`src/rtl/stream_packet_arbiter.sv`:
```
// Round-robin, packet-atomic arbiter merging NUM_PORTS word streams onto one parser ingress.
// Optional per-port completed-packet counters are built when ARB_STATS_EN is defined.
module stream_packet_arbiter #(
  parameter int unsigned NUM_PORTS = 4,
  parameter int unsigned DATA_W    = 32
`ifdef ARB_STATS_EN
  ,
  parameter int unsigned CNT_W     = 16
`endif
) (
  input  logic                          clk,
  input  logic                          reset,
  input  logic [NUM_PORTS*DATA_W-1:0]   in_data,
  input  logic [NUM_PORTS-1:0]          in_val,
  input  logic [NUM_PORTS-1:0]          in_last,
  output logic [NUM_PORTS-1:0]          in_ready,
  output logic [DATA_W-1:0]             out_data,
  output logic                          out_val,
  output logic                          out_last,
  input  logic                          out_ready,
  output logic [NUM_PORTS-1:0]          grant,
  output logic                          busy
`ifdef ARB_STATS_EN
  ,
  output logic [NUM_PORTS*CNT_W-1:0]    pkt_cnt
`endif
);

  localparam int unsigned IDX_W = (NUM_PORTS > 1) ? $clog2(NUM_PORTS) : 1;

  typedef enum logic {ARB, XFER} state_t;

  state_t               state, state_nxt;
  logic [IDX_W-1:0]     gidx, gidx_nxt;
  logic [IDX_W-1:0]     rr_ptr, rr_ptr_nxt;
  logic [IDX_W-1:0]     sel;
  logic [IDX_W:0]       cand;
  logic                 found;
  logic [NUM_PORTS-1:0] grant_nxt;
  logic [DATA_W-1:0]    port_data [NUM_PORTS];

  for (genvar p = 0; p < NUM_PORTS; p++) begin : g_split
    assign port_data[p] = in_data[p*DATA_W +: DATA_W];
  end

  // First requesting port at or after rr_ptr, wrapping by explicit compare
  always_comb begin
    found = 1'b0;
    sel   = '0;
    cand  = '0;
    for (int unsigned k = 0; k < NUM_PORTS; k++) begin
      cand = {1'b0, rr_ptr} + (IDX_W+1)'(k);
      if (cand >= (IDX_W+1)'(NUM_PORTS)) cand = cand - (IDX_W+1)'(NUM_PORTS);
      if (!found && in_val[cand[IDX_W-1:0]]) begin
        found = 1'b1;
        sel   = cand[IDX_W-1:0];
      end
    end
  end

  // Next-state and pass-through outputs
  always_comb begin
    state_nxt  = state;
    gidx_nxt   = gidx;
    rr_ptr_nxt = rr_ptr;
    grant_nxt  = grant;
    in_ready   = '0;
    out_data   = '0;
    out_val    = 1'b0;
    out_last   = 1'b0;
    case (state)
      ARB: begin
        if (found) begin
          state_nxt = XFER;
          gidx_nxt  = sel;
          grant_nxt = NUM_PORTS'(1) << sel;
        end
      end
      XFER: begin
        out_data       = port_data[gidx];
        out_val        = in_val[gidx];
        out_last       = in_last[gidx];
        in_ready[gidx] = out_ready;
        if (in_val[gidx] && out_ready && in_last[gidx]) begin
          state_nxt  = ARB;
          grant_nxt  = '0;
          rr_ptr_nxt = (gidx == IDX_W'(NUM_PORTS - 1)) ? '0 : gidx + IDX_W'(1);
        end
      end
      default: state_nxt = ARB;
    endcase
  end

  always_ff @(posedge clk) begin
    if (reset) begin
      state  <= ARB;
      gidx   <= '0;
      rr_ptr <= '0;
      grant  <= '0;
      busy   <= 1'b0;
    end else begin
      state  <= state_nxt;
      gidx   <= gidx_nxt;
      rr_ptr <= rr_ptr_nxt;
      grant  <= grant_nxt;
      busy   <= (state_nxt == XFER);
    end
  end

`ifdef ARB_STATS_EN
  // Completed-packet counters, wrap naturally at 2^CNT_W
  always_ff @(posedge clk) begin
    if (reset) begin
      pkt_cnt <= '0;
    end else if (state == XFER && in_val[gidx] && out_ready && in_last[gidx]) begin
      for (int unsigned p = 0; p < NUM_PORTS; p++) begin
        if (gidx == IDX_W'(p)) pkt_cnt[p*CNT_W +: CNT_W] <= pkt_cnt[p*CNT_W +: CNT_W] + CNT_W'(1);
      end
    end
  end
`endif

endmodule

```
`config.mk`:
```
export PLATFORM = sky130hd
export DESIGN_NAME = stream_packet_arbiter
export DESIGN_NICKNAME = d
export VERILOG_FILES = /design/src/rtl/stream_packet_arbiter.sv
export SDC_FILE = /design/constraint.sdc
export NUM_CORES = 1
export LEC_CHECK = 0
export CAP_MARGIN = 15
export CORE_MARGIN = 2
export CORE_UTILIZATION = 30
export DETAILED_ROUTE_END_ITERATION = 16
export HOLD_SLACK_MARGIN = 0.06
export PLACE_DENSITY = 0.87
export SLEW_MARGIN = 20
export SYNTH_ARGS = -nofsm -noshare
export SYNTH_HDL_FRONTEND = slang
export SYNTH_SLANG_ARGS = --single-unit
export TNS_END_PERCENT = 5
```
`constraint.sdc`:
```
create_clock -name clk -period 3.2 [get_ports clk]
set_input_delay 0.64 -clock clk [delete_from_list [all_inputs] [get_ports clk]]
set_output_delay 0.64 -clock clk [all_outputs]
set_load 0.005 [all_outputs]
```
== After elaboration in Yosys (flattened, before gate mapping) ==
Cells that the tools add are included.

* Bits in registers: 9
* Input bits: 139
* Output and inout bits: 43
* Logic and storage cells: 82

* Add/subtract/negate cells: 8
* $lt $le $gt $ge: 11
* Equality and inequality tests: 3
* Shift operators: 1
* Muxes and demuxes: 40
* Bitwise logic cells: 3
* Reductions and logical operators: 12

{| class="wikitable"
|+ Operator list
! operator !! count
|-
| $mux W32 || 3
|-
| $bmux W32 S2 || 1
|-
| $mux W2 || 9
|-
| $lt A2 B3 Y1 const B || 5
|-
| $mux W1 || 15
|-
| $bmux W1 S2 || 6
|-
| $ge A3 B3 Y1 const B || 4
|-
| $mux W4 || 3
|-
| $pmux W4 S2 || 1
|-
| $sub A2 B1 Y2 const B || 4
|-
| $add A2 B2 Y3 const B || 2
|-
| $logic_and A1 B1 Y1 || 6
|-
| $reduce_and A2 Y1 || 3
|-
| $and A4 B4 Y4 || 1
|-
| $shl A1 B2 Y4 const A || 1
|-
| $add A2 B1 Y3 const B || 1
|-
| $ge A2 B3 Y1 const B || 1
|-
| $logic_not A1 Y1 || 3
|-
| $not A2 Y3 || 1
|-
| $add A2 B1 Y2 const B || 1
|-
| $demux W1 S2 || 1
|-
| $eq A2 B2 Y1 const B || 1
|-
| $ge A2 B1 Y1 const B || 1
|-
| $ne A2 B1 Y1 const B || 1
|-
| 3 further kinds || 3
|}

== Logic depth before layout (Yosys ltp) ==
Gate-level depths: netlist of run 1.

* Depth in word-level cells: 17
* Gate-level depth with buffers: 6
* Mapped depth without buffers: 4

== Worst setup path after synthesis of run 1 ==
No wires, ideal clock.

* Path type: register -> output
* Start point: reg gidx[0]
* End point: out out_data[0]
* Arrival time: 1.485 ns
* Data required time: 2.560 ns
* Path slack: 1.075 ns
* Cell stages (with the launch flop): 5
* Path buffers: 2
* Cell sequence: dfxtp_1 buf_6 buf_2 mux4_2 and2_1

* Longest elaborated chain between the ends: 5

{| class="wikitable"
|+ Ends and longest elaborated chain
! element !! line !! text
|-
| start, declared || 34 || <nowiki>logic [IDX_W-1:0] gidx, gidx_nxt;</nowiki>
|-
| start signal, assigned || 103 || <nowiki>gidx <= gidx_nxt;</nowiki>
|-
| $not A2 Y3 (implied by the code) || 80 || <nowiki>out_data = port_data[gidx];</nowiki>
|-
| $bmux W32 S2 || 80 ||
|-
| $mux W32 (implied by the code) (2 in series) || 80 ||
|-
| $mux W32 || 71 || <nowiki>case (state)</nowiki>
|-
| end, declared || 17 || <nowiki>output logic [DATA_W-1:0] out_data,</nowiki>
|}

Every way passes these cells. The select of a mux whose other input is x is not followed.

== Final worst setup path of run 1 ==
* Start point: in in_val[3]
* End point: out out_val

* Longest elaborated chain between the ends: 3

{| class="wikitable"
|+ Ends and longest elaborated chain
! element !! line !! text
|-
| start, declared || 14 || <nowiki>input logic [NUM_PORTS-1:0] in_val,</nowiki>
|-
| $bmux W1 S2 || 81 || <nowiki>out_val = in_val[gidx];</nowiki>
|-
| $mux W1 (implied by the code) || 81 ||
|-
| $mux W1 || 71 ||
|-
| end, declared || 18 || <nowiki>output logic out_val,</nowiki>
|}

Every way passes these cells. The select of a mux whose other input is x is not followed.

==> results of run 1 <==
worst paths after layout:
check | slack [ns] | start | to
setup / recovery | 0.24 | in_val[3] | out_val
hold / removal | 0.50 | grant[1] | grant[1]
setup reg to reg | 1.37 | gidx[0] | rr_ptr[1]
hold reg to reg | 0.50 | grant[1] | grant[1]
report_power, final:
group	internal [mW]	switching [mW]	leakage, nW	total (mW)
combinational	0.321	0.126	1.12	0.447
sequential	0.119	0.00326	0.0740	0.122
clock	0.0868	0.0446	0.0228	0.131
sequential cells by signal, summed over array words and instances, names as in the netlist:
register,count
grant,4
rr_ptr,2
gidx,2
state,1
metal layers:
| metal | track usage, % | up-vias | share of wire [%] |
|---|---|---|---|
| met5 | 0 | - | 0 |
| met4 | 8.73 | 0 | 3.6 |
| met3 | 6.64 | 24 | 7.4 |
| met2 | 43.7 | 96 | 51 |
| met1 | 29.0 | 954 | 38 |
| li1 | - | 914 | - |
synthesized netlist by cell type (4+ instances only):
master | n | share of area, %
dfxtp_1 | 9 | 11
a21oi_1 | 4 | 1.3
and3_1 | 4 | 1.6
nor2_1 | 4 | 0.95
clkbuf_1 | 7 | 1.7
o32ai_1 | 4 | 2.2
ha_1 | 4 | 3.2
mux4_2 | 34 | 49
nand3b_1 | 4 | 1.9
buf_2 | 5 | 1.6
and2_1 | 34 | 14
logic make-up (layout without fill, tap and decap cells):
| group | Yosys count | in the layout | share of synthesized area, % |
|---|---|---|---|
| multiplexers | 36 | 36 | 50.0 |
| buffers and inverters | 18 | 194 | 5.65 |
| adder cells (fa/ha/maj) | 4 | 4 | 3.18 |
| AND/OR/NAND/NOR | 60 | 60 | 23.2 |
| flip-flops | 9 | 9 | 11.5 |
| AO/OA/AOI/OAI | 14 | 14 | 6.60 |
cell type report:
cell class,instances,area (sq um),area share [%]
clock buffer,4,45.0,1.29
inverter,3,11.3,0.323
multi-input combinational,114,1300,37.4
sequential,9,181,5.20
tap,70,87.6,2.51
timing repair buffer,187,1860,53.3
per-stage QoR:
step / power [mW] / std cells / utilization [%] / setup slack, ns / cell area (sq um)
6_report: 0.700 / 387 / 68.7 / 0.242 / 3490
5_1_grt: 0.739 / 387 / 68.7 / 0.180 / 3490
4_1_cts: 0.705 / 387 / 68.7 / 0.240 / 3490
3_5_place_dp: 0.571 / 383 / 67.8 / 0.240 / 3440
3_3_place_gp: 0.560 / 383 / 67.8 / 0.266 / 3440
2_1_floorplan: 0.288 / 141 / - / 1.08 / 1570
critical path, cell delays in order:
cell             delay, ns
clkdlybuf4s50_1       0.51
mux4_2                0.54
and2_1                0.17
clkdlybuf4s50_1       0.45
==> results, run 1 <==
- The run finished with clean final reports.
- The clock root buffer master is clkbuf_8.
- The final critical path takes up 92.5% of the cycle.
- The number of slew-limit violations in the final report is 0.
- The clock net in this run drives a total of 9 sinks.
- The post-cts resize count is 0.
- The combined global-route utilization of all metal layers is 24.8%.
- In this run the tool buffered the top-level ports with 181 buffer cells.
- The area of the mapped netlist is 1570 sq um.
- The clock passes through at most 2 buffers.
- The fraction of the yosys area taken by sequential cells is 11.5%.
- The top flip-flop cell by instance count after synthesis is dfxtp_1.
- The post-synthesis area per instance is 11.2 sq um.
- The initial antenna violation count is 0.
- The type of origin of the critical path is an input pin.
- The horizontal die dimension is 76.4 um.
- Derived from the worst setup path, the maximum achievable clock frequency is 338 MHz.
- The detailed-router iteration count before antenna repair is 4.
- The count of max-cap constraint violations is 0.
- The worst setup path is of the in -> out kind.
- After global routing the overflow that remains totals 0.
- The depth of the worst register-to-register path is 5.
- At the end of the flow, the number of nets in the layout was 461.
- The site row count is 26.
- Yosys printed 0 warnings.
- Counting flops with a built-in enable in the synthesized netlist gives 0.
- The clock latency on the worst-skew pair is 0.23 ns.
- The worst hold path belongs to the class reg -> reg.
- Setup repair after global routing left no endpoint under its margin.
- Data arrives at the worst endpoint at 2.32 ns.
- Summing over every cut layer, the via total after detailed routing is 1,988.
- Relative to the synthesized area, the layout overhead comes to 122%.
- The number of nets produced by synthesis is 284.
- Of all nets on the critical path, the largest fanout is 7.
- After filler insertion, the fill cell instance count of the layout stands at 426.
- The number of cells on the worst hold path is 2.
- The last weighted congestion value of the routability-driven placer is 0.787.
- Setup violations remaining at the end of the flow were counted as 0.
- After layout, the minimum clock period comes to 2.96 ns.
- Entering global routing, the biggest net connects 28 pins.
- In the final layout, the share of cells above drive strength 1 is 14.8%.
- The final count of hold timing violations is 0.
- Post-CTS timing repair inserted 0 buffers for setup.
- The number of hold buffers added after cts is 0.
- The first global-routing pass estimated 11.6 mm of wire.
- The TritonCTS clock tree is done.
- The final-layout worst hold slack is 0.501 ns.
- Detailed placement finished with a half-perimeter wire length of 6.04 mm.
- For this design the top-level I/O count stands at 182.
- The wire length per cell is 18.9 um.
- The region available for standard cell placement spans 5070 sq um.
- Yosys mapped the design onto 29 distinct sky130hd cell types.
- The height of the chip is 76.4 um.
- The via count of the first global-routing pass is 2,075.
- The maximum level of the CTS H-tree is 1.
- The routed design has 7.32 mm of wire.
- After synthesis the netlist holds a flip-flop and latch count of 9.
- The cell leakage power is 1.22 nW.
- The largest vdd supply drop is 0.238 mV.
- The initial utilization of the core area, before any placement, comes to 31.0%.
- On the final layout, the worst clock skew is 0.00520 ns.
- 0 antenna diodes ended up in the layout.
- The remaining antenna violation count after routing is 0.
- In the routed layout, each cell is associated on average with a via count of 5.14.
- The gate count after technology mapping is 141.
- The most common cell after layout, fill and taps aside is clkdlybuf4s50_1.
- The clock edge transition at the registers on the reported setup and hold paths is 0.04 ns.
- STA classifies the critical path endpoint as a primary output.
- The top cell types in the final layout, fill and taps aside, are 181 x clkdlybuf4s50_1, 34 x mux4_2, 34 x and2_1.
- At the pin with the least slew margin, the transition time is 0.513 ns.
- Data on the critical path is required at its endpoint by 2.56 ns.
- After detailed routing, the number of remaining DRC violations is 0.
- Power spread over the standard cell area amounts to 201 nW/um^2.
- In this run the tightest slew margin relative to its limit is 65.5%.
- Setup total negative slack on the finished layout was measured at 0 ns.
- In this run, CTS created clock tree buffers numbering 3.
- The die covers 5840 sq um.
- The first-iteration detailed-routing DRC count is 64.
- The fraction of synthesis flops using an asynchronous set or reset pin is 0%.
No activity file was read; power rests on OpenSTA's default activity.
==> inputs of run 2 (changes only) <==
--- a/config.mk
+++ b/config.mk
@@ -11,6 +11,7 @@
 export DETAILED_ROUTE_END_ITERATION = 16
 export HOLD_SLACK_MARGIN = 0.06
 export PLACE_DENSITY = 0.87
+export REMOVE_ABC_BUFFERS = 1
 export SLEW_MARGIN = 20
 export SYNTH_ARGS = -nofsm -noshare
 export SYNTH_HDL_FRONTEND = slang
==> run 2 against run 1 <==
  * Non-clock buffer count shrank 2
  * Utilization is the same
  * Count of clock-buffer cells in the layout is the same
  * Setup slack gained 0.0054 ns
  * Combinational power shrank 3%
  * Flip-flop and latch count is the same
  * Hold slack gained 0.0091 ns
  * Maximum frequency grew 0.18%
==> results, run 2 (synthesis gave the netlist of run 1 again) <==
- The critical path goes through clkdlybuf4s50_1 -> mux4_2 -> and2_1 -> clkdlybuf4s50_1.
- Summed over all nets, the switching power comes to 181 uW.
- Buffers placed on the I/O ports in this run total 181.
- The number of hold buffers added after cts is 0.
- The clock edge transition at the registers on the reported setup and hold paths is 0.05 ns.
- In the final layout, the registers with the most flip-flops are grant: 4 flops, gidx: 2 flops, rr_ptr: 2 flops.
- After global routing the overflow that remains totals 0.
- The kind of critical path is in -> out.
- The wire length per cell is 19.7 um.
- The floorplan step set the die width to 76.4 um.
- Detailed placement ended at an HPWL of 6.35 mm.
- The total via count after detailed routing is 1,929.
- The count of max-cap constraint violations is 0.
- The number of setup buffers added after CTS is 0.
- In the layout the commonest cells are 181 x clkdlybuf4s50_1, 34 x mux4_2, 34 x and2_1.
- Across the routed clock network, the largest skew measured is 0.00133 ns.
- The final cell count without fillers is 385.
- In this run the core area contains 26 standard-cell rows.
- The run finished with clean final reports.
- In this run, post-CTS repair resized a total of 0 instances.
- The post-synthesis to final-layout area growth is 122%.
- The most common cell after layout, fill and taps aside is clkdlybuf4s50_1.
- The count of fill cells added during filler insertion is 396.
- The share of the cycle needed by the critical path after routing is 92.3%.
- In this run the remaining antenna-violating nets after routing total 0.
- The relative max-transition margin is 62.5%.
- The total setup violations reported at the end of the flow is 0.
- The die footprint is 5840 sq um.
- After detailed routing, the number of remaining DRC violations is 0.
- Data arrives at the worst endpoint at 2.31 ns.
- Internal power comes to 526 uW.
- The clock latency on the worst-skew pair is 0.24 ns.
- At the end of the flow, the number of nets in the layout was 459.
- For this design the top-level I/O count stands at 182.
- The switching part of the total is 25.6%.
- The clock network is responsible for 19.6% of the overall power.
- TritonCTS created 3 clock buffers.
- The first-pass GRT wire length is 11.7 mm.
- The pin slew with the least headroom to its limit is 0.562 ns.
- The time the final worst path needs with I/O delays and setup is 2.95 ns.
- The die is 76.4 um tall.
- The wire length reported by the detailed router is 7.59 mm.
- The total power is 707 uW.
- The total negative slack for setup checks is 0 ns.
- The repair_antennas step left the layout with diodes totalling 0.
- The register with the most flip-flops in the layout has 4 of them.
- The via count of the first global-routing pass came to 2,038.
- The number of placed instances, taps included, is 381.
- For this block, the initial DRC count from the detailed router was 90.
- The register ranked first by flip-flop count is grant.
- The number of slew-limit violations in the final report was 0.
- The last weighted congestion value of the routability-driven placer is 0.835.
- TritonCTS built the clock tree.
- Summing all multi-input logic gate instances after layout gives 1300 sq um.
- The maximum level of the CTS H-tree is 1.
- The type of the tightest min-delay check is reg -> reg.
- The initial antenna violation count is 0.
- By instance count, the cell type seen most on the critical path is clkdlybuf4s50_1.
- Across the VDD grid, the largest voltage drop is 0.233 mV.
- The final count of hold timing violations is 0.
- The highest net fanout along the worst path is 7.
- The number of buffers on the longest clock path is 2.
- The worst setup path is launched from an input pin.
- Across all setup checks in the final design, the least slack found is 0.247 ns.
- The combinational power share is 61.4%.
- The first detailed-routing pass took 4 iterations.
- The sequential power share is 18.9%.
- The clock root buffer master is clkbuf_8.
- The largest net degree at the start of global routing is 41.
- STA puts the critical path data required time at 2.56 ns.
- Setup repair after global routing left no endpoint under its margin.
- The worst register-to-register path has a setup slack of 1.38 ns.
- Static timing analysis puts the maximum clock frequency at 339 MHz.
- The worst setup path is captured at a primary output.
- The flip-flop and latch area is 184 sq um.
- The total power density per cell area is 203 nW/um^2.
- The cell with the largest stage delay on the worst path is mux4_2.
- The region available for standard cell placement spans 5070 sq um.
- The tree built by TritonCTS fans out to 9 sinks.
- The layout cell share with drive strength beyond 1 is 14.9%.
- Summed over all cells, the static leakage comes to 1.21 nW.
- The average via count per standard cell is 5.01.
- The initial core utilization is 31.0%.
- The minimum setup slack after placement is 0.256 ns.
- Across all hold checks on the routed design, the worst slack comes to 0.510 ns.
- Global routing consumed, over all layers together, 25.6% of the routing resources.
- For this run, the slowest stage of the critical path takes 0.53 ns.
[run 2: cell count changes in the layout (fill, tap and decap cells not counted)]
cell     delta
buf_12      +1
buf_4       -3
dfxtp_1     -2
dfxtp_2     +2
[run 2: final cells by class]
type / count / share of cell area (%)
inverter: 3 / 0.323
sequential: 9 / 5.28
tap: 70 / 2.51
clock buffer: 4 / 1.29
timing repair buffer: 185 / 53.2
multi-input combinational: 114 / 37.4
[run 2: path summary, 6_finish.rpt]
path | from | to | depth (start not counted)
worst max-delay path | in_val[3] | out_val | 4
worst min-delay path | grant[0] | grant[0] | 2
worst max register to register | gidx[0] | rr_ptr[1] | 5
worst min register to register | grant[0] | grant[0] | 2
[run 2: power by group through the flow]
stage                     clock network (mW)  logic, mW  registers (mW)
after CTS                              0.138      0.437           0.134
after global routing                   0.144      0.461           0.136
after global placement                     0      0.424           0.136
after detailed placement                   0      0.435           0.136
after floorplan                            0      0.133           0.147
final                                  0.139      0.435           0.134
[run 2: through the flow]
| stage | area (sq um) | utilization (%) |
|---|---|---|
| 2_1_floorplan | 1500 | - |
| 3_3_place_gp | 3440 | 67.8 |
| 3_5_place_dp | 3440 | 67.8 |
| 4_1_cts | 3480 | 68.7 |
| 5_1_grt | 3490 | 68.7 |
| 6_report | 3490 | 68.7 |
[run 2: routing by layer]
layer	GRT usage, %	up-vias	wire (um)
met2	47.3	81	4050
met5	0	-	0
li1	-	904	-
met3	7.46	11	618
met1	29.2	933	2790
met4	5.45	0	128
[run 2: worst max-delay path: cells and delay by family]
family | cells | cell delay, ns
buffers and inverters | 2 | 0.97
muxes | 1 | 0.53
and+or+nand+nor | 1 | 0.17
==> inputs of run 3 (changes only) <==
--- a/config.mk
+++ b/config.mk
@@ -5,7 +5,6 @@
 export SDC_FILE = /design/constraint.sdc
 export NUM_CORES = 1
 export LEC_CHECK = 0
-export CAP_MARGIN = 15
 export CORE_MARGIN = 2
 export CORE_UTILIZATION = 30
 export DETAILED_ROUTE_END_ITERATION = 16
==> constraint.sdc (replaced) <==
create_clock -name clk -period 3.6 [get_ports clk]
set_input_delay 0.72 -clock clk [delete_from_list [all_inputs] [get_ports clk]]
set_output_delay 0.72 -clock clk [all_outputs]
set_load 0.005 [all_outputs]
==> run 3 against run 2 <==
  * Die area did not move
  * Final area did not move
  * Clock power fell by 15%
  * Final cell count did not move
  * Sequential share of layout area did not move
  * First-iteration DRC count fell by 17%
  * Combinational power fell by 13%
  * Utilization did not move
  * Wire length fell by 1.5%
  * Sequential power fell by 7%
  * Power fell by 12%
  * Via count rose by 3.0%
==> results, run 3 (synthesis gave the netlist of run 1 again) <==
- The run finished with clean final reports.
- Dividing the detail-routed via count by the number of cells gives 5.16.
- The post-synthesis to final-layout area growth is 122%.
- The largest vdd supply drop is 0.196 mV.
- The number of flip-flops in the largest register is 4.
- Counting both buffers and inverters, the worst setup path holds a total of 2.
- The clock net in this run drives a total of 9 sinks.
- Port buffering added 181 buffers.
- CTS built an H-tree with a depth of 1.
- Setup total negative slack on the finished layout was measured at 0 ns.
- The arrival time at the worst endpoint is 2.39 ns.
- Entering global routing, the biggest net connects 45 pins.
- For the finished layout, the period the worst path requires is 3.11 ns.
- The region available for standard cell placement spans 5070 sq um.
- The number of design rule violations left after detail routing is 0.
- The kind of critical path is in -> out.
- The horizontal die dimension is 76.4 um.
- The first global-routing pass estimated 11.5 mm of wire.
- The wire length reported by the detailed router is 7.47 mm.
- The layout cell share with drive strength beyond 1 is 14.9%.
- Along the worst path, the maximum fanout reaches 7.
- The congestion estimate from routability-driven global placement came to 0.841.
- The critical path goes through clkdlybuf4s50_1 -> mux4_2 -> and2_1 -> clkdlybuf4s50_1.
- The relative max-transition margin is 57.5%.
- The tightest hold path in the finished design has a slack of 0.511 ns.
- The share of the cycle needed by the critical path after routing is 86.4%.
- Across the run, the number of max-cap violations was 0.
- The number of slew-limit violations in the final report was 0.
- The via count of the first global-routing pass is 2,064.
- The number of buffers created by CTS is 3.
- The wire length per cell is 19.4 um.
- The number of buffers on the longest clock path is 2.
- After global routing the overflow that remains totals 0.
- The most numerous cell type found on the critical path is clkdlybuf4s50_1.
- Gates resized during post-CTS repair numbered 0.
- The number of setup buffers added after CTS is 0.
- STA classifies the critical path startpoint as an input pin.
- The worst-case clock skew is 0.00194 ns.
- The top cell types in the final layout, fill and taps aside, are 181 x clkdlybuf4s50_1, 34 x mux4_2, 34 x and2_1.
- Static timing analysis puts the maximum clock frequency at 322 MHz.
- The tightest min-delay check is of the reg -> reg type.
- On the worst path, the slowest cell contributes a delay of 0.53 ns.
- In the final layout, the registers with the most flip-flops are grant: 4 flops, gidx: 2 flops, rr_ptr: 2 flops.
- The height of the chip is 76.4 um.
- Detailed placement ended at an HPWL of 6.31 mm.
- The TritonCTS clock tree is done.
- For this configuration, the core starts out at a cell density of 31.0%.
- The worst setup path is captured at a primary output.
- The site row count is 26.
- The die covers 5840 sq um.
- The clock latency on the worst-skew pair is 0.23 ns.
- At the pin with the least slew margin, the transition time is 0.637 ns.
- After the first detailed-routing iteration, the DRC count stood at 75.
- The total via count after detailed routing is 1,986.
- The top cell family by delay on the critical path is buffers and inverters.
- The number of hold buffers added after cts is 0.
- At the worst endpoint, the required time is 2.88 ns.
- The final count of hold timing violations is 0.
- grant holds more flip-flops than any other register.
- CTS placed an instance of clkbuf_8 at the clock tree root.
- Setup violations remaining at the end of the flow were counted as 0.
- Among all stages on the critical path, the largest delay is contributed by mux4_2.
- The remaining antenna violation count after routing is 0.
- Setup repair after global routing left no endpoint under its margin.
- The clock edge transition at the registers on the reported setup and hold paths is 0.04 ns.
- The number of nets in the final layout is 459.
- The detailed-router iteration count before antenna repair is 4.
- For this run, the total global-route usage over all layers was measured as 25.3%.
- The initial antenna violation count is 0.
- The I/O pin count is 182.
- The most common cell after layout, fill and taps aside is clkdlybuf4s50_1.
- 0 antenna diodes ended up in the layout.
- Summed over all cells, the static leakage comes to 1.21 nW.
- Power spread over the standard cell area amounts to 179 nW/um^2.
[run 3: cell counts in the layout (fill, tap and decap cells not counted)]
Identical to the previous run, type by type.
[run 3: worst min-delay path, delay by kind of cell, from the launching register on]
family | cells | cell delay (ns)
flip-flops | 1 | 0.30
AO/OA/AOI/OAI | 1 | 0.08
AND/OR/NAND/NOR | 1 | 0.07
[run 3: path summary, 6_finish.rpt]
path / cells past startpoint / slack, ns / end / start
worst min register to register: 2 / 0.51 / grant[2] / grant[2]
worst max register to register: 4 / 1.78 / rr_ptr[1] / gidx[0]
worst min-delay path: 2 / 0.51 / grant[2] / grant[2]
worst max-delay path: 4 / 0.49 / out_val / in_val[3]
[run 3: area by class of cell]
class	instances	area, sq um
fill	402	1590
tap	70	87.6
inverter	3	11.3
clock buffer	4	45.0
multi-input combinational	114	1300
sequential	9	184
timing repair buffer	185	1850
[run 3: per-stage QoR]
step	util (%)	area [sq um]	std cells	power, mW	setup WS, ns
final	68.7	3490	385	0.624	0.490
after global routing	68.7	3490	385	0.658	0.440
after CTS	68.7	3490	385	0.627	0.483
after detailed placement	67.8	3440	381	0.508	0.479
after global placement	67.8	3440	381	0.498	0.515
after floorplan	-	1500	126	0.249	0.445
[run 3: routing by layer]
layer  vias up  GRT usage, %  wire, um
met2        98          45.8      3850
met5         -             0         0
met1       963          29.5      2850
met3        17          6.28       546
li1        908             -         -
met4         0          7.45       223
[run 3: power breakdown]
| group | switching [mW] | leakage, nW | internal, mW |
|---|---|---|---|
| Combinational | 0.0956 | 1.11 | 0.285 |
| Sequential | 0.0191 | 0.0745 | 0.106 |
| Clock | 0.0411 | 0.0228 | 0.0772 |
| Total | 0.156 | 1.21 | 0.468 |
